[config.mk]
export PLATFORM = sky130hd
export DESIGN_NAME = fpdivsqrt_share_ctrl_flat
export DESIGN_NICKNAME = d
export VERILOG_FILES = /design/src/rtl/fpdivsqrt_share_pkg.sv /design/src/rtl/fpdivsqrt_share_ctrl_if.sv /design/src/rtl/fpdivsqrt_rr_arb.sv /design/src/rtl/fpdivsqrt_share_ctrl.sv /design/src/flat_wrapper.sv
export SDC_FILE = /design/constraint.sdc
export NUM_CORES = 1
export LEC_CHECK = 0
export CAP_MARGIN = 20
export CORE_AREA = 2 2 334 336
export DETAILED_ROUTE_END_ITERATION = 10
export DIE_AREA = 0 0 336 338
export HOLD_SLACK_MARGIN = 0.12
export PLACE_DENSITY = 0.39
export SETUP_SLACK_MARGIN = 0.15
export SYNTH_ARGS = -nofsm -noshare
export SYNTH_HDL_FRONTEND = slang
export SYNTH_SLANG_ARGS = --single-unit
[constraint.sdc]
create_clock -name clk -period 4.3 [get_ports clk]
set_clock_uncertainty 0.15 [all_clocks]
set_input_delay 1.075 -clock clk [delete_from_list [all_inputs] [get_ports clk]]
set_output_delay 1.075 -clock clk [all_outputs]
set_load 0.02 [all_outputs]
[src/rtl/fpdivsqrt_share_pkg.sv]
// ============================================================================
// Module   : fpdivsqrt_share_pkg
// Desc     : Shared types for the FP div/sqrt sharing controller.
// Revision : 1.0 - initial release
// ============================================================================
`default_nettype none

package fpdivsqrt_share_pkg;

  localparam int         c_TAG_W   = 5;
  localparam logic [1:0] c_FMT_F32 = 2'd0;
  localparam logic [1:0] c_FMT_F64 = 2'd1;

  typedef enum logic [1:0] {
    ST_IDLE  = 2'd0,
    ST_ISSUE = 2'd1,
    ST_WAIT  = 2'd2,
    ST_RESP  = 2'd3
  } state_e;

  typedef struct packed {
    logic [1:0]         fmt;
    logic               is_fdiv;
    logic [63:0]        opa;
    logic [63:0]        opb;
    logic [2:0]         rm;
    logic [c_TAG_W-1:0] tag;
  } fu_req_t;

endpackage

`default_nettype wire

[src/rtl/fpdivsqrt_share_ctrl_if.sv]
// ============================================================================
// Module   : fpdivsqrt_share_ctrl_if
// Desc     : Requester, unit and response buses of the div/sqrt sharing controller.
// Revision : 1.0 - initial release
// ============================================================================
`default_nettype none

interface fpdivsqrt_share_ctrl_if
  import fpdivsqrt_share_pkg::*;
#(
  parameter int NUM_REQ = 4,
  parameter int TAG_W   = c_TAG_W
);

  logic [NUM_REQ-1:0]             req_valid_i;
  logic [NUM_REQ-1:0]             req_ready_o;
  logic [NUM_REQ-1:0][1:0]        req_fmt_i;
  logic [NUM_REQ-1:0]             req_is_fdiv_i;
  logic [NUM_REQ-1:0][63:0]       req_opa_i;
  logic [NUM_REQ-1:0][63:0]       req_opb_i;
  logic [NUM_REQ-1:0][2:0]        req_rm_i;
  logic [NUM_REQ-1:0][TAG_W-1:0]  req_tag_i;
  logic [NUM_REQ-1:0]             flush_i;

  logic                           fu_start_valid_o;
  logic                           fu_start_ready_i;
  logic [1:0]                     fu_fmt_o;
  logic                           fu_is_fdiv_o;
  logic [63:0]                    fu_opa_o;
  logic [63:0]                    fu_opb_o;
  logic [2:0]                     fu_rm_o;
  logic                           fu_flush_o;
  logic                           fu_finish_valid_i;
  logic                           fu_finish_ready_o;
  logic [63:0]                    fu_res_i;
  logic [4:0]                     fu_fflags_i;

  logic [NUM_REQ-1:0]             rsp_valid_o;
  logic [NUM_REQ-1:0]             rsp_ready_i;
  logic [63:0]                    rsp_res_o;
  logic [4:0]                     rsp_fflags_o;
  logic [TAG_W-1:0]               rsp_tag_o;

  modport slave (
    input  req_valid_i, req_fmt_i, req_is_fdiv_i, req_opa_i, req_opb_i, req_rm_i,
           req_tag_i, flush_i, fu_start_ready_i, fu_finish_valid_i, fu_res_i,
           fu_fflags_i, rsp_ready_i,
    output req_ready_o, fu_start_valid_o, fu_fmt_o, fu_is_fdiv_o, fu_opa_o, fu_opb_o,
           fu_rm_o, fu_flush_o, fu_finish_ready_o, rsp_valid_o, rsp_res_o,
           rsp_fflags_o, rsp_tag_o
  );

  modport master (
    output req_valid_i, req_fmt_i, req_is_fdiv_i, req_opa_i, req_opb_i, req_rm_i,
           req_tag_i, flush_i, fu_start_ready_i, fu_finish_valid_i, fu_res_i,
           fu_fflags_i, rsp_ready_i,
    input  req_ready_o, fu_start_valid_o, fu_fmt_o, fu_is_fdiv_o, fu_opa_o, fu_opb_o,
           fu_rm_o, fu_flush_o, fu_finish_ready_o, rsp_valid_o, rsp_res_o,
           rsp_fflags_o, rsp_tag_o
  );

endinterface

`default_nettype wire

[src/rtl/fpdivsqrt_rr_arb.sv]
// ============================================================================
// Module   : fpdivsqrt_rr_arb
// Desc     : Round-robin arbiter; pointer moves to winner+1 on advance.
// Revision : 1.0 - initial release
// ============================================================================
`default_nettype none

module fpdivsqrt_rr_arb #(
  parameter int NUM_REQ = 4,
  parameter int IDX_W   = $clog2(NUM_REQ)
) (
  input  logic               clk,
  input  logic               rst_n,
  input  logic [NUM_REQ-1:0] i_req,
  input  logic               i_advance,
  output logic [NUM_REQ-1:0] o_grant,
  output logic [IDX_W-1:0]   o_grant_idx
);

  logic [IDX_W-1:0] r_ptr;
  int               w_cand;

  // Scan from the farthest offset down so the nearest request at/after r_ptr wins.
  always_comb begin
    o_grant_idx = r_ptr;
    w_cand      = 0;
    for (int off = NUM_REQ - 1; off >= 0; off--) begin
      w_cand = (int'(r_ptr) + off) % NUM_REQ;
      if (i_req[IDX_W'(w_cand)]) o_grant_idx = IDX_W'(w_cand);
    end
    o_grant = '0;
    if (|i_req) o_grant[o_grant_idx] = 1'b1;
  end

  always_ff @(posedge clk or negedge rst_n) begin
    if (!rst_n) begin
      r_ptr <= '0;
    end else if (i_advance) begin
      r_ptr <= (o_grant_idx == IDX_W'(NUM_REQ - 1)) ? '0 : o_grant_idx + IDX_W'(1);
    end
  end

endmodule

`default_nettype wire

[src/rtl/fpdivsqrt_share_ctrl.sv]
// ============================================================================
// Module   : fpdivsqrt_share_ctrl
// Desc     : Shares one FP div/sqrt unit among NUM_REQ requesters (round robin).
//            Optional FPDIVSQRT_SHARE_STATS_EN adds busy/op counters.
// Revision : 1.0 - initial release
// ============================================================================
`default_nettype none

module fpdivsqrt_share_ctrl
  import fpdivsqrt_share_pkg::*;
#(
  parameter int NUM_REQ = 4,
  parameter int TAG_W   = c_TAG_W
) (
  input  logic                       clk,
  input  logic                       rst_n,
  fpdivsqrt_share_ctrl_if.slave      bus
`ifdef FPDIVSQRT_SHARE_STATS_EN
  ,
  output logic [31:0]                stat_busy_o,
  output logic [NUM_REQ-1:0][15:0]   stat_ops_o
`endif
);

  localparam int c_IDX_W = $clog2(NUM_REQ);

  state_e               r_state;
  state_e               w_state_nxt;
  logic [c_IDX_W-1:0]   r_owner;
  fu_req_t              r_req;
  logic [63:0]          r_res;
  logic [4:0]           r_fflags;
  logic [TAG_W-1:0]     r_rsp_tag;

  logic [NUM_REQ-1:0]   w_elig;
  logic [NUM_REQ-1:0]   w_grant;
  logic [c_IDX_W-1:0]   w_grant_idx;
  logic                 w_advance;
  logic                 w_capture;
  logic                 w_deliver;
  logic                 w_own_flush;

  assign w_elig      = bus.req_valid_i & ~bus.flush_i;
  assign w_own_flush = bus.flush_i[r_owner];

  fpdivsqrt_rr_arb #(
    .NUM_REQ (NUM_REQ),
    .IDX_W   (c_IDX_W)
  ) u_arb (
    .clk         (clk),
    .rst_n       (rst_n),
    .i_req       (w_elig),
    .i_advance   (w_advance),
    .o_grant     (w_grant),
    .o_grant_idx (w_grant_idx)
  );

  // An owner flush always wins: it suppresses start, finish capture and response.
  always_comb begin
    w_state_nxt           = r_state;
    w_advance             = 1'b0;
    w_capture             = 1'b0;
    w_deliver             = 1'b0;
    bus.req_ready_o       = '0;
    bus.fu_start_valid_o  = 1'b0;
    bus.fu_finish_ready_o = 1'b0;
    bus.fu_flush_o        = 1'b0;
    bus.rsp_valid_o       = '0;
    case (r_state)
      ST_IDLE: begin
        bus.req_ready_o = w_grant;
        if (|w_elig) begin
          w_advance   = 1'b1;
          w_state_nxt = ST_ISSUE;
        end
      end
      ST_ISSUE: begin
        if (w_own_flush) begin
          w_state_nxt = ST_IDLE;
        end else begin
          bus.fu_start_valid_o = 1'b1;
          if (bus.fu_start_ready_i) w_state_nxt = ST_WAIT;
        end
      end
      ST_WAIT: begin
        bus.fu_finish_ready_o = 1'b1;
        if (w_own_flush) begin
          bus.fu_flush_o = 1'b1;
          w_state_nxt    = ST_IDLE;
        end else if (bus.fu_finish_valid_i) begin
          w_capture   = 1'b1;
          w_state_nxt = ST_RESP;
        end
      end
      ST_RESP: begin
        if (w_own_flush) begin
          w_state_nxt = ST_IDLE;
        end else begin
          bus.rsp_valid_o[r_owner] = 1'b1;
          if (bus.rsp_ready_i[r_owner]) begin
            w_deliver   = 1'b1;
            w_state_nxt = ST_IDLE;
          end
        end
      end
      default: w_state_nxt = ST_IDLE;
    endcase
  end

  always_ff @(posedge clk or negedge rst_n) begin
    if (!rst_n) begin
      r_state   <= ST_IDLE;
      r_owner   <= '0;
      r_req     <= '0;
      r_res     <= '0;
      r_fflags  <= '0;
      r_rsp_tag <= '0;
    end else begin
      r_state <= w_state_nxt;
      if (w_advance) begin
        r_owner       <= w_grant_idx;
        r_req.fmt     <= bus.req_fmt_i[w_grant_idx];
        r_req.is_fdiv <= bus.req_is_fdiv_i[w_grant_idx];
        r_req.opa     <= bus.req_opa_i[w_grant_idx];
        r_req.opb     <= bus.req_opb_i[w_grant_idx];
        r_req.rm      <= bus.req_rm_i[w_grant_idx];
        r_req.tag     <= bus.req_tag_i[w_grant_idx];
      end
      // Response tag is taken with the result so the bus holds until the next result.
      if (w_capture) begin
        r_res     <= bus.fu_res_i;
        r_fflags  <= bus.fu_fflags_i;
        r_rsp_tag <= r_req.tag;
      end
    end
  end

  assign bus.fu_fmt_o     = r_req.fmt;
  assign bus.fu_is_fdiv_o = r_req.is_fdiv;
  assign bus.fu_opa_o     = r_req.opa;
  assign bus.fu_opb_o     = r_req.opb;
  assign bus.fu_rm_o      = r_req.rm;
  assign bus.rsp_res_o    = r_res;
  assign bus.rsp_fflags_o = r_fflags;
  assign bus.rsp_tag_o    = r_rsp_tag;

`ifdef FPDIVSQRT_SHARE_STATS_EN
  logic [31:0]              r_stat_busy;
  logic [NUM_REQ-1:0][15:0] r_stat_ops;

  always_ff @(posedge clk or negedge rst_n) begin
    if (!rst_n) begin
      r_stat_busy <= '0;
    end else if ((r_state != ST_IDLE) && (r_stat_busy != '1)) begin
      r_stat_busy <= r_stat_busy + 32'd1;
    end
  end

  for (genvar gi = 0; gi < NUM_REQ; gi++) begin : g_stat_ops
    always_ff @(posedge clk or negedge rst_n) begin
      if (!rst_n) begin
        r_stat_ops[gi] <= '0;
      end else if (w_deliver && (r_owner == c_IDX_W'(gi)) && (r_stat_ops[gi] != '1)) begin
        r_stat_ops[gi] <= r_stat_ops[gi] + 16'd1;
      end
    end
  end

  assign stat_busy_o = r_stat_busy;
  assign stat_ops_o  = r_stat_ops;
`endif

endmodule

`default_nettype wire
[src/flat_wrapper.sv]
// flat-port wrapper written by rule: the top's interface ports become plain ports
module fpdivsqrt_share_ctrl_flat import fpdivsqrt_share_pkg::*;
#(
  parameter int NUM_REQ = 4,
  parameter int TAG_W   = c_TAG_W
)
  (clk, rst_n, bus_req_valid_i, bus_req_fmt_i, bus_req_is_fdiv_i, bus_req_opa_i, bus_req_opb_i, bus_req_rm_i, bus_req_tag_i, bus_flush_i, bus_fu_start_ready_i, bus_fu_finish_valid_i, bus_fu_res_i, bus_fu_fflags_i, bus_rsp_ready_i, bus_req_ready_o, bus_fu_start_valid_o, bus_fu_fmt_o, bus_fu_is_fdiv_o, bus_fu_opa_o, bus_fu_opb_o, bus_fu_rm_o, bus_fu_flush_o, bus_fu_finish_ready_o, bus_rsp_valid_o, bus_rsp_res_o, bus_rsp_fflags_o, bus_rsp_tag_o);
  fpdivsqrt_share_ctrl_if #(.NUM_REQ(NUM_REQ), .TAG_W(TAG_W)) bus_i ();
  input  logic clk;
  input  logic rst_n;
  input wire logic [$bits(bus_i.req_valid_i)-1:0] bus_req_valid_i;
  input wire logic [$bits(bus_i.req_fmt_i)-1:0] bus_req_fmt_i;
  input wire logic [$bits(bus_i.req_is_fdiv_i)-1:0] bus_req_is_fdiv_i;
  input wire logic [$bits(bus_i.req_opa_i)-1:0] bus_req_opa_i;
  input wire logic [$bits(bus_i.req_opb_i)-1:0] bus_req_opb_i;
  input wire logic [$bits(bus_i.req_rm_i)-1:0] bus_req_rm_i;
  input wire logic [$bits(bus_i.req_tag_i)-1:0] bus_req_tag_i;
  input wire logic [$bits(bus_i.flush_i)-1:0] bus_flush_i;
  input wire logic [$bits(bus_i.fu_start_ready_i)-1:0] bus_fu_start_ready_i;
  input wire logic [$bits(bus_i.fu_finish_valid_i)-1:0] bus_fu_finish_valid_i;
  input wire logic [$bits(bus_i.fu_res_i)-1:0] bus_fu_res_i;
  input wire logic [$bits(bus_i.fu_fflags_i)-1:0] bus_fu_fflags_i;
  input wire logic [$bits(bus_i.rsp_ready_i)-1:0] bus_rsp_ready_i;
  output wire logic [$bits(bus_i.req_ready_o)-1:0] bus_req_ready_o;
  output wire logic [$bits(bus_i.fu_start_valid_o)-1:0] bus_fu_start_valid_o;
  output wire logic [$bits(bus_i.fu_fmt_o)-1:0] bus_fu_fmt_o;
  output wire logic [$bits(bus_i.fu_is_fdiv_o)-1:0] bus_fu_is_fdiv_o;
  output wire logic [$bits(bus_i.fu_opa_o)-1:0] bus_fu_opa_o;
  output wire logic [$bits(bus_i.fu_opb_o)-1:0] bus_fu_opb_o;
  output wire logic [$bits(bus_i.fu_rm_o)-1:0] bus_fu_rm_o;
  output wire logic [$bits(bus_i.fu_flush_o)-1:0] bus_fu_flush_o;
  output wire logic [$bits(bus_i.fu_finish_ready_o)-1:0] bus_fu_finish_ready_o;
  output wire logic [$bits(bus_i.rsp_valid_o)-1:0] bus_rsp_valid_o;
  output wire logic [$bits(bus_i.rsp_res_o)-1:0] bus_rsp_res_o;
  output wire logic [$bits(bus_i.rsp_fflags_o)-1:0] bus_rsp_fflags_o;
  output wire logic [$bits(bus_i.rsp_tag_o)-1:0] bus_rsp_tag_o;
  assign bus_i.req_valid_i = bus_req_valid_i;
  assign bus_i.req_fmt_i = bus_req_fmt_i;
  assign bus_i.req_is_fdiv_i = bus_req_is_fdiv_i;
  assign bus_i.req_opa_i = bus_req_opa_i;
  assign bus_i.req_opb_i = bus_req_opb_i;
  assign bus_i.req_rm_i = bus_req_rm_i;
  assign bus_i.req_tag_i = bus_req_tag_i;
  assign bus_i.flush_i = bus_flush_i;
  assign bus_i.fu_start_ready_i = bus_fu_start_ready_i;
  assign bus_i.fu_finish_valid_i = bus_fu_finish_valid_i;
  assign bus_i.fu_res_i = bus_fu_res_i;
  assign bus_i.fu_fflags_i = bus_fu_fflags_i;
  assign bus_i.rsp_ready_i = bus_rsp_ready_i;
  assign bus_req_ready_o = bus_i.req_ready_o;
  assign bus_fu_start_valid_o = bus_i.fu_start_valid_o;
  assign bus_fu_fmt_o = bus_i.fu_fmt_o;
  assign bus_fu_is_fdiv_o = bus_i.fu_is_fdiv_o;
  assign bus_fu_opa_o = bus_i.fu_opa_o;
  assign bus_fu_opb_o = bus_i.fu_opb_o;
  assign bus_fu_rm_o = bus_i.fu_rm_o;
  assign bus_fu_flush_o = bus_i.fu_flush_o;
  assign bus_fu_finish_ready_o = bus_i.fu_finish_ready_o;
  assign bus_rsp_valid_o = bus_i.rsp_valid_o;
  assign bus_rsp_res_o = bus_i.rsp_res_o;
  assign bus_rsp_fflags_o = bus_i.rsp_fflags_o;
  assign bus_rsp_tag_o = bus_i.rsp_tag_o;
  fpdivsqrt_share_ctrl #(.NUM_REQ(NUM_REQ), .TAG_W(TAG_W)) u_core (.clk(clk), .rst_n(rst_n), .bus(bus_i));
endmodule
==> results.cfg, run 1 <==
[cts]
clock_latency_ps = 620
clockBufferDepth = 3
clock-sinks = 219
root_buffer = clkbuf_16
path_clk_slew_ps = 60
htreeDepth = 1
ctsHoldBuffers = 0
cts_buffers = 31
cts_tree = done

[logic_synthesis]
syn_area_um2 = 13460
ys_ff_latch = 219
synthArstFlopShare_pct = 100.0
synth_ff_type = dfrtp_1
netlist_top_cells_area = dfrtp_1 (41%), a221oi_1 (9.0%), buf_4 (7.9%), a21boi_0 (7.8%), and3_1 (6.5%)
yosys.area.top_type_share_pct = 40.71
yosysTopAreaCell = dfrtp_1
syn_avg_cell_area_um2 = 9.127
yosys_warnings = 0
syn_nets = 2117
synth_edf_count = 0
syn_inst = 1475
yosysUniqueCellTypes = 41
ys_seq_area_share_pct = 40.71

[setup_path]
cp_data_required_time_ps = 3070
crit_type = in2out
reg2reg_to = u_core.bus.fu_opa_o[19]
r2r_start = u_core.u_arb.r_ptr[1]
reg2regPathDepth = 9
end_kind = output port
crit_arrival_ps = 2860
critPathLaunchType = input pin
cp_max_fo = 3
r2r_slack_ps = 1250

[floorplan]
initial_core_util_pct = 12.23
num_rows = 122
ioPinCount = 860
fp.dieW_um = 336
dieHeight_um = 338
core-area_um2 = 110100
fp.dieArea_um2 = 113600

[sta]
max-slew-margin-rel_pct = 44.59
fin_crit_ps = 4086
finalSetupViolCount = 0
tightest_slew_ps = 831.1
worst_slack_ps = 214.1
hold_viol_final = 0
rsz0062_at_grt = yes
fmax_ghz = 0.2447
maxSlewViolCount = 0
setup_tns_ps = 0
fin_crit_sh_pct = 95.02

[job]
max_cap_violations = 0

[routing]
via_count = 14500
viasPerCell = 3.935
firstDrtPassIters = 5
final_antenna_net_count = 0
first_iter_violations = 630
drc = 0
drt-total-wl_um = 78370
post_drt_wl_per_cell_um = 21.27

[place]
place_ws_ps = -612.8
dp_hpwl_um = 58080
place_congestion = 0.8423
port_buffers = 859

[layout]
areaGrowthSynthToFinish_pct = 81.75
final_common_cell = clkdlybuf4s50_1
fin_nets = 2803
final_cell_mix = clkdlybuf4s50_1 (840), dfrtp_1 (219), nor2_1 (144), a21oi_1 (141), and3_1 (140)
layout-drive-gt1-share_pct = 11.16

[global_routing]
antenna_found_initial = 13
overflow = 0
grt_max_degree = 163
grt.total_usage_pct = 12.94
grt_pass1_wl_um = 108300
grt_pass1_vias = 15250

[power]
power.leakage_uw = 0.009444
power_density_nw_per_um2 = 648.0
totalPowerFinal_uw = 15850
ir_drop_uv = 400.2

[worst_hold_path]
hold_class = in2async

[outcome]
status = finished, final reports clean
==> cells by family after synthesis <==
| group | synth area share (%) |
|---|---|
| AO/OA/AOI/OAI | 28.42 |
| adder cells (fa/ha/maj) | 0.09293 |
| buffers and inverters | 12.26 |
| multiplexers | 6.599 |
| AND/OR/NAND/NOR | 11.92 |
| flip-flops | 40.71 |
==> worst max-delay path, cell delays in order <==
cell	delay, ps
buf_2	120
and2b_4	320
nor3_4	50
a311o_1	350
o22a_4	260
buf_6	120
buf_12	110
ha_2	160
and2_4	150
buf_12	130
==> where the power goes <==
group          switching (µW)  leakage [µW]  internal [µW]  total (µW)
sequential                699       0.00255           3110        3810
clock                    1140      0.000570           1880        3030
combinational            5010       0.00632           4010        9020
==> repair_timing <==
action,in CTS,in global routing
pin swaps,5,5
setup endpoints to repair,10,5
gates cloned,2,0
buffers inserted,3,1
resized for setup,61,7
==> state kept, by name, summed over array words and instances, names as in the netlist <==
register,count
u_core.bus.fu_opa_o,64
u_core.bus.rsp_res_o,64
u_core.r_state,2
u_core.bus.fu_fmt_o,2
u_core.bus.fu_rm_o,3
u_core.r_owner,2
u_core.bus.rsp_tag_o,5
u_core.bus.fu_opb_o,64
u_core.r_req,5
u_core.u_arb.r_ptr,2
u_core.bus.rsp_fflags_o,5
u_core.bus.fu_is_fdiv_o,1
==> routing by layer <==
layer  vias up  track usage, %  wire length (µm)
li1       6702               -                 -
met1      7062           15.00             30590
met2       624           23.18             39680
met3       103           3.272              5835
met4         8           4.169              2225
met5         -               0                42
==> cells in the mapped netlist (2+ instances only) <==
cell        n
a211o_1     2
a21boi_0  139
a21oi_1   141
a221oi_1  139
and2_1      2
and3_1    140
buf_1       6
buf_2      44
buf_4     141
clkbuf_1   91
dfrtp_1   219
inv_1       2
mux2_2     74
mux4_2      2
nand2_1    12
nand2b_1    4
nor2_1    146
nor2b_1     5
nor3_1      3
nor3b_1     2
o21ai_0    47
o21ai_1    94
o31ai_1     2
==> per-stage QoR <==
step / util, % / hold slack [ps] / instances / area [µm²]
2_1_floorplan: - / 330.0 / 1475 / 13460
3_3_place_gp: 20.98 / 341.8 / 3610 / 23090
3_5_place_dp: 20.98 / 344.1 / 3610 / 23090
4_1_cts: 22.19 / 310.5 / 3673 / 24420
5_1_grt: 22.22 / 340.5 / 3679 / 24450
6_report: 22.23 / 324.3 / 3685 / 24470
==> final cells by class <==
cell class | count | area [µm²]
Antenna cell | 11 | 27.53
Clock buffer | 37 | 848.3
Clock inverter | 21 | 332.8
Fill cell | 11960 | 85590
Inverter | 2 | 7.507
Multi-Input combinational cell | 972 | 6454
Sequential cell | 219 | 5480
Tap cell | 1488 | 1862
Timing Repair Buffer | 935 | 9454
==> how the worst max path moves through the flow <==
stage | from | endpoint | depth (start not counted) | slack (ps)
after floorplan | bus_flush_i[1] | bus_req_ready_o[0] | 8 | 220
after global placement | bus_flush_i[3] | bus_req_ready_o[0] | 9 | -650
after detailed placement | bus_flush_i[3] | bus_req_ready_o[0] | 9 | -610
after CTS | bus_req_valid_i[0] | bus_req_ready_o[3] | 10 | 170
after global routing | bus_flush_i[1] | bus_req_ready_o[1] | 10 | 120
final | bus_flush_i[1] | bus_req_ready_o[3] | 10 | 210
(Power assumes the default switching activity.)
==> run 2, diff against run 1 <==
--- a/config.mk
+++ b/config.mk
@@ -9,6 +9,7 @@
 export CORE_AREA = 2 2 334 336
 export DETAILED_ROUTE_END_ITERATION = 10
 export DIE_AREA = 0 0 336 338
+export GPL_TIMING_DRIVEN = 0
 export HOLD_SLACK_MARGIN = 0.12
 export PLACE_DENSITY = 0.39
 export SETUP_SLACK_MARGIN = 0.15
==> results.cfg, run 2 (synthesis gave the netlist of run 1 again) <==
[routing]
firstDrtPassIters = 5
drt-total-wl_um = 92110
viasPerCell = 3.876
first_iter_violations = 728
final_antenna_net_count = 0
via_count = 15170
post_drt_wl_per_cell_um = 23.54
drc = 0

[floorplan]
fp.dieArea_um2 = 113600
core-area_um2 = 110100
num_rows = 122
initial_core_util_pct = 12.23
ioPinCount = 860
fp.dieW_um = 336
dieHeight_um = 338

[setup_path]
cp_cell_sequence = clkdlybuf4s15_1, and2b_4, nor3_4, a311o_1, o22a_1, buf_12, buf_12, buf_12, ha_4, and2_4, buf_8
cpMostUsedCell = buf_12
crit_arrival_ps = 2870
crit_type = in2out
cp_data_required_time_ps = 3070
critPathMaxStageDelay_ps = 280
critPathLaunchType = input pin
cp_max_fo = 6
cp_slowest_cell = a311o_1
end_kind = output port

[sta]
rsz0062_at_grt = yes
hold_viol_final = 0
max-slew-margin-rel_pct = 27.47
fmax_ghz = 0.2440
setup_tns_ps = 0
tightest_slew_ps = 1088
worst_slack_ps = 201.1
maxSlewViolCount = 0
finalSetupViolCount = 0
fin_crit_ps = 4099
fin_crit_sh_pct = 95.32

[global_routing]
antenna_found_initial = 20
grt.total_usage_pct = 15.28
grt_pass1_vias = 15710
overflow = 0
grt_pass1_wl_um = 121400
grt_max_degree = 98

[place]
place_congestion = 0.8164
dp_hpwl_um = 73000
port_buffers = 859
place_ws_ps = -2753

[cts]
htreeDepth = 2
root_buffer = clkbuf_16
clock_latency_ps = 580
clock-sinks = 219
clockBufferDepth = 3
path_clk_slew_ps = 50
cts_buffers = 35
cts_tree = done

[power]
power.leakage_uw = 0.01007
ir_drop_uv = 230.5
power_density_nw_per_um2 = 672.8

[job]
max_cap_violations = 0

[layout]
final_common_cell = clkdlybuf4s50_1
layout-drive-gt1-share_pct = 15.32
fin_nets = 3030
areaGrowthSynthToFinish_pct = 89.23
final_cell_mix = clkdlybuf4s50_1 (842), dfrtp_1 (219), buf_4 (157), nor2_1 (144), a21oi_1 (141)

[outcome]
status = finished, final reports clean

[worst_hold_path]
hold_class = in2async
==> run 2: cell count changes in the layout (fill, tap and decap cells not counted), moves of 3 or more <==
cell / previous run / this run
clkbuf_8: 5 / 13
clkinvlp_4: 5 / 0
clkdlybuf4s15_2: 3 / 0
clkinv_2: 7 / 4
clkbuf_16: 31 / 35
bufinv_16: 8 / 1
buf_4: 54 / 157
inv_6: 0 / 3
clkbuf_2: 0 / 6
buf_2: 6 / 44
clkbuf_1: 1 / 92
buf_1: 0 / 6
buf_12: 19 / 5
==> run 2: timing repair <==
action                                 CTS  global route
setup buffers                           15             1
endpoints found under the hold margin    0             0
resized for setup                       93            10
setup endpoints to repair               89            13
pin swaps                                7             4
hold buffers                             0             0
==> run 2: cell type report <==
cell class                      instances  area, µm²
Inverter                                2      12.51
Timing Repair Buffer                  878       8762
Buffer                                280       1710
Antenna cell                           10      25.02
Sequential cell                       219       5480
Multi-Input combinational cell        972       6442
Fill cell                           12100      84580
Clock inverter                          9      107.6
Tap cell                             1488       1862
Clock buffer                           55       1071
==> run 2: where the power goes <==
part           total, µW  switching (µW)  internal [µW]
registers           3700             587           3110
clock network       3020            1230           1790
logic              10400            5780           4650
==> run 2: critical path: cells and delay by family <==
| kind | cells | cell delay [ps] |
|---|---|---|
| buf+inv | 5 | 740 |
| compound gates | 2 | 510 |
| fa+ha+maj | 1 | 150 |
| simple gates | 3 | 360 |
==> run 2: routing by layer <==
layer	wire (µm)	global-route usage (%)
met5	50	0
met4	3291	6.326
met3	6790	4.634
met2	45930	26.83
met1	36040	17.15
==> run 2: worst paths after layout <==
path	start	endpoint	slack, ps	cells after the start
setup reg to reg	u_core.u_arb.r_ptr[1]	u_core.bus.fu_opa_o[58]	1070	8
setup / recovery	bus_req_valid_i[1]	bus_req_ready_o[3]	200	11
max in group asynchronous	rst_n	u_core.bus.fu_opa_o[17]	2750	2
hold reg to reg	u_core.bus.rsp_res_o[39]	u_core.bus.rsp_res_o[39]	350	1
min in group clk	u_core.bus.rsp_res_o[39]	u_core.bus.rsp_res_o[39]	350	1
hold / removal	rst_n	u_core.bus.fu_opb_o[38]	260	1
==> run 2: stage by stage <==
step	cells	power, µW	cell area, µm²	util, %	hold WS (ps)
after floorplan	1475	8990	13460	-	330.0
after global placement	3822	14160	23920	21.74	339.2
after detailed placement	3825	14140	24000	21.80	344.6
after CTS	3902	17480	25420	23.10	216.3
after global routing	3911	18250	25470	23.14	243.3
final	3913	17140	25470	23.15	260.4
==> run 3, diff against run 2 <==
--- a/config.mk
+++ b/config.mk
@@ -10,7 +10,7 @@
 export DETAILED_ROUTE_END_ITERATION = 10
 export DIE_AREA = 0 0 336 338
 export GPL_TIMING_DRIVEN = 0
-export HOLD_SLACK_MARGIN = 0.12
+export HOLD_SLACK_MARGIN = 0.1
 export PLACE_DENSITY = 0.39
 export SETUP_SLACK_MARGIN = 0.15
 export SYNTH_ARGS = -nofsm -noshare
==> results of run 3 <==
No change in the layout: final DEF, timing and power equal those of run 2.
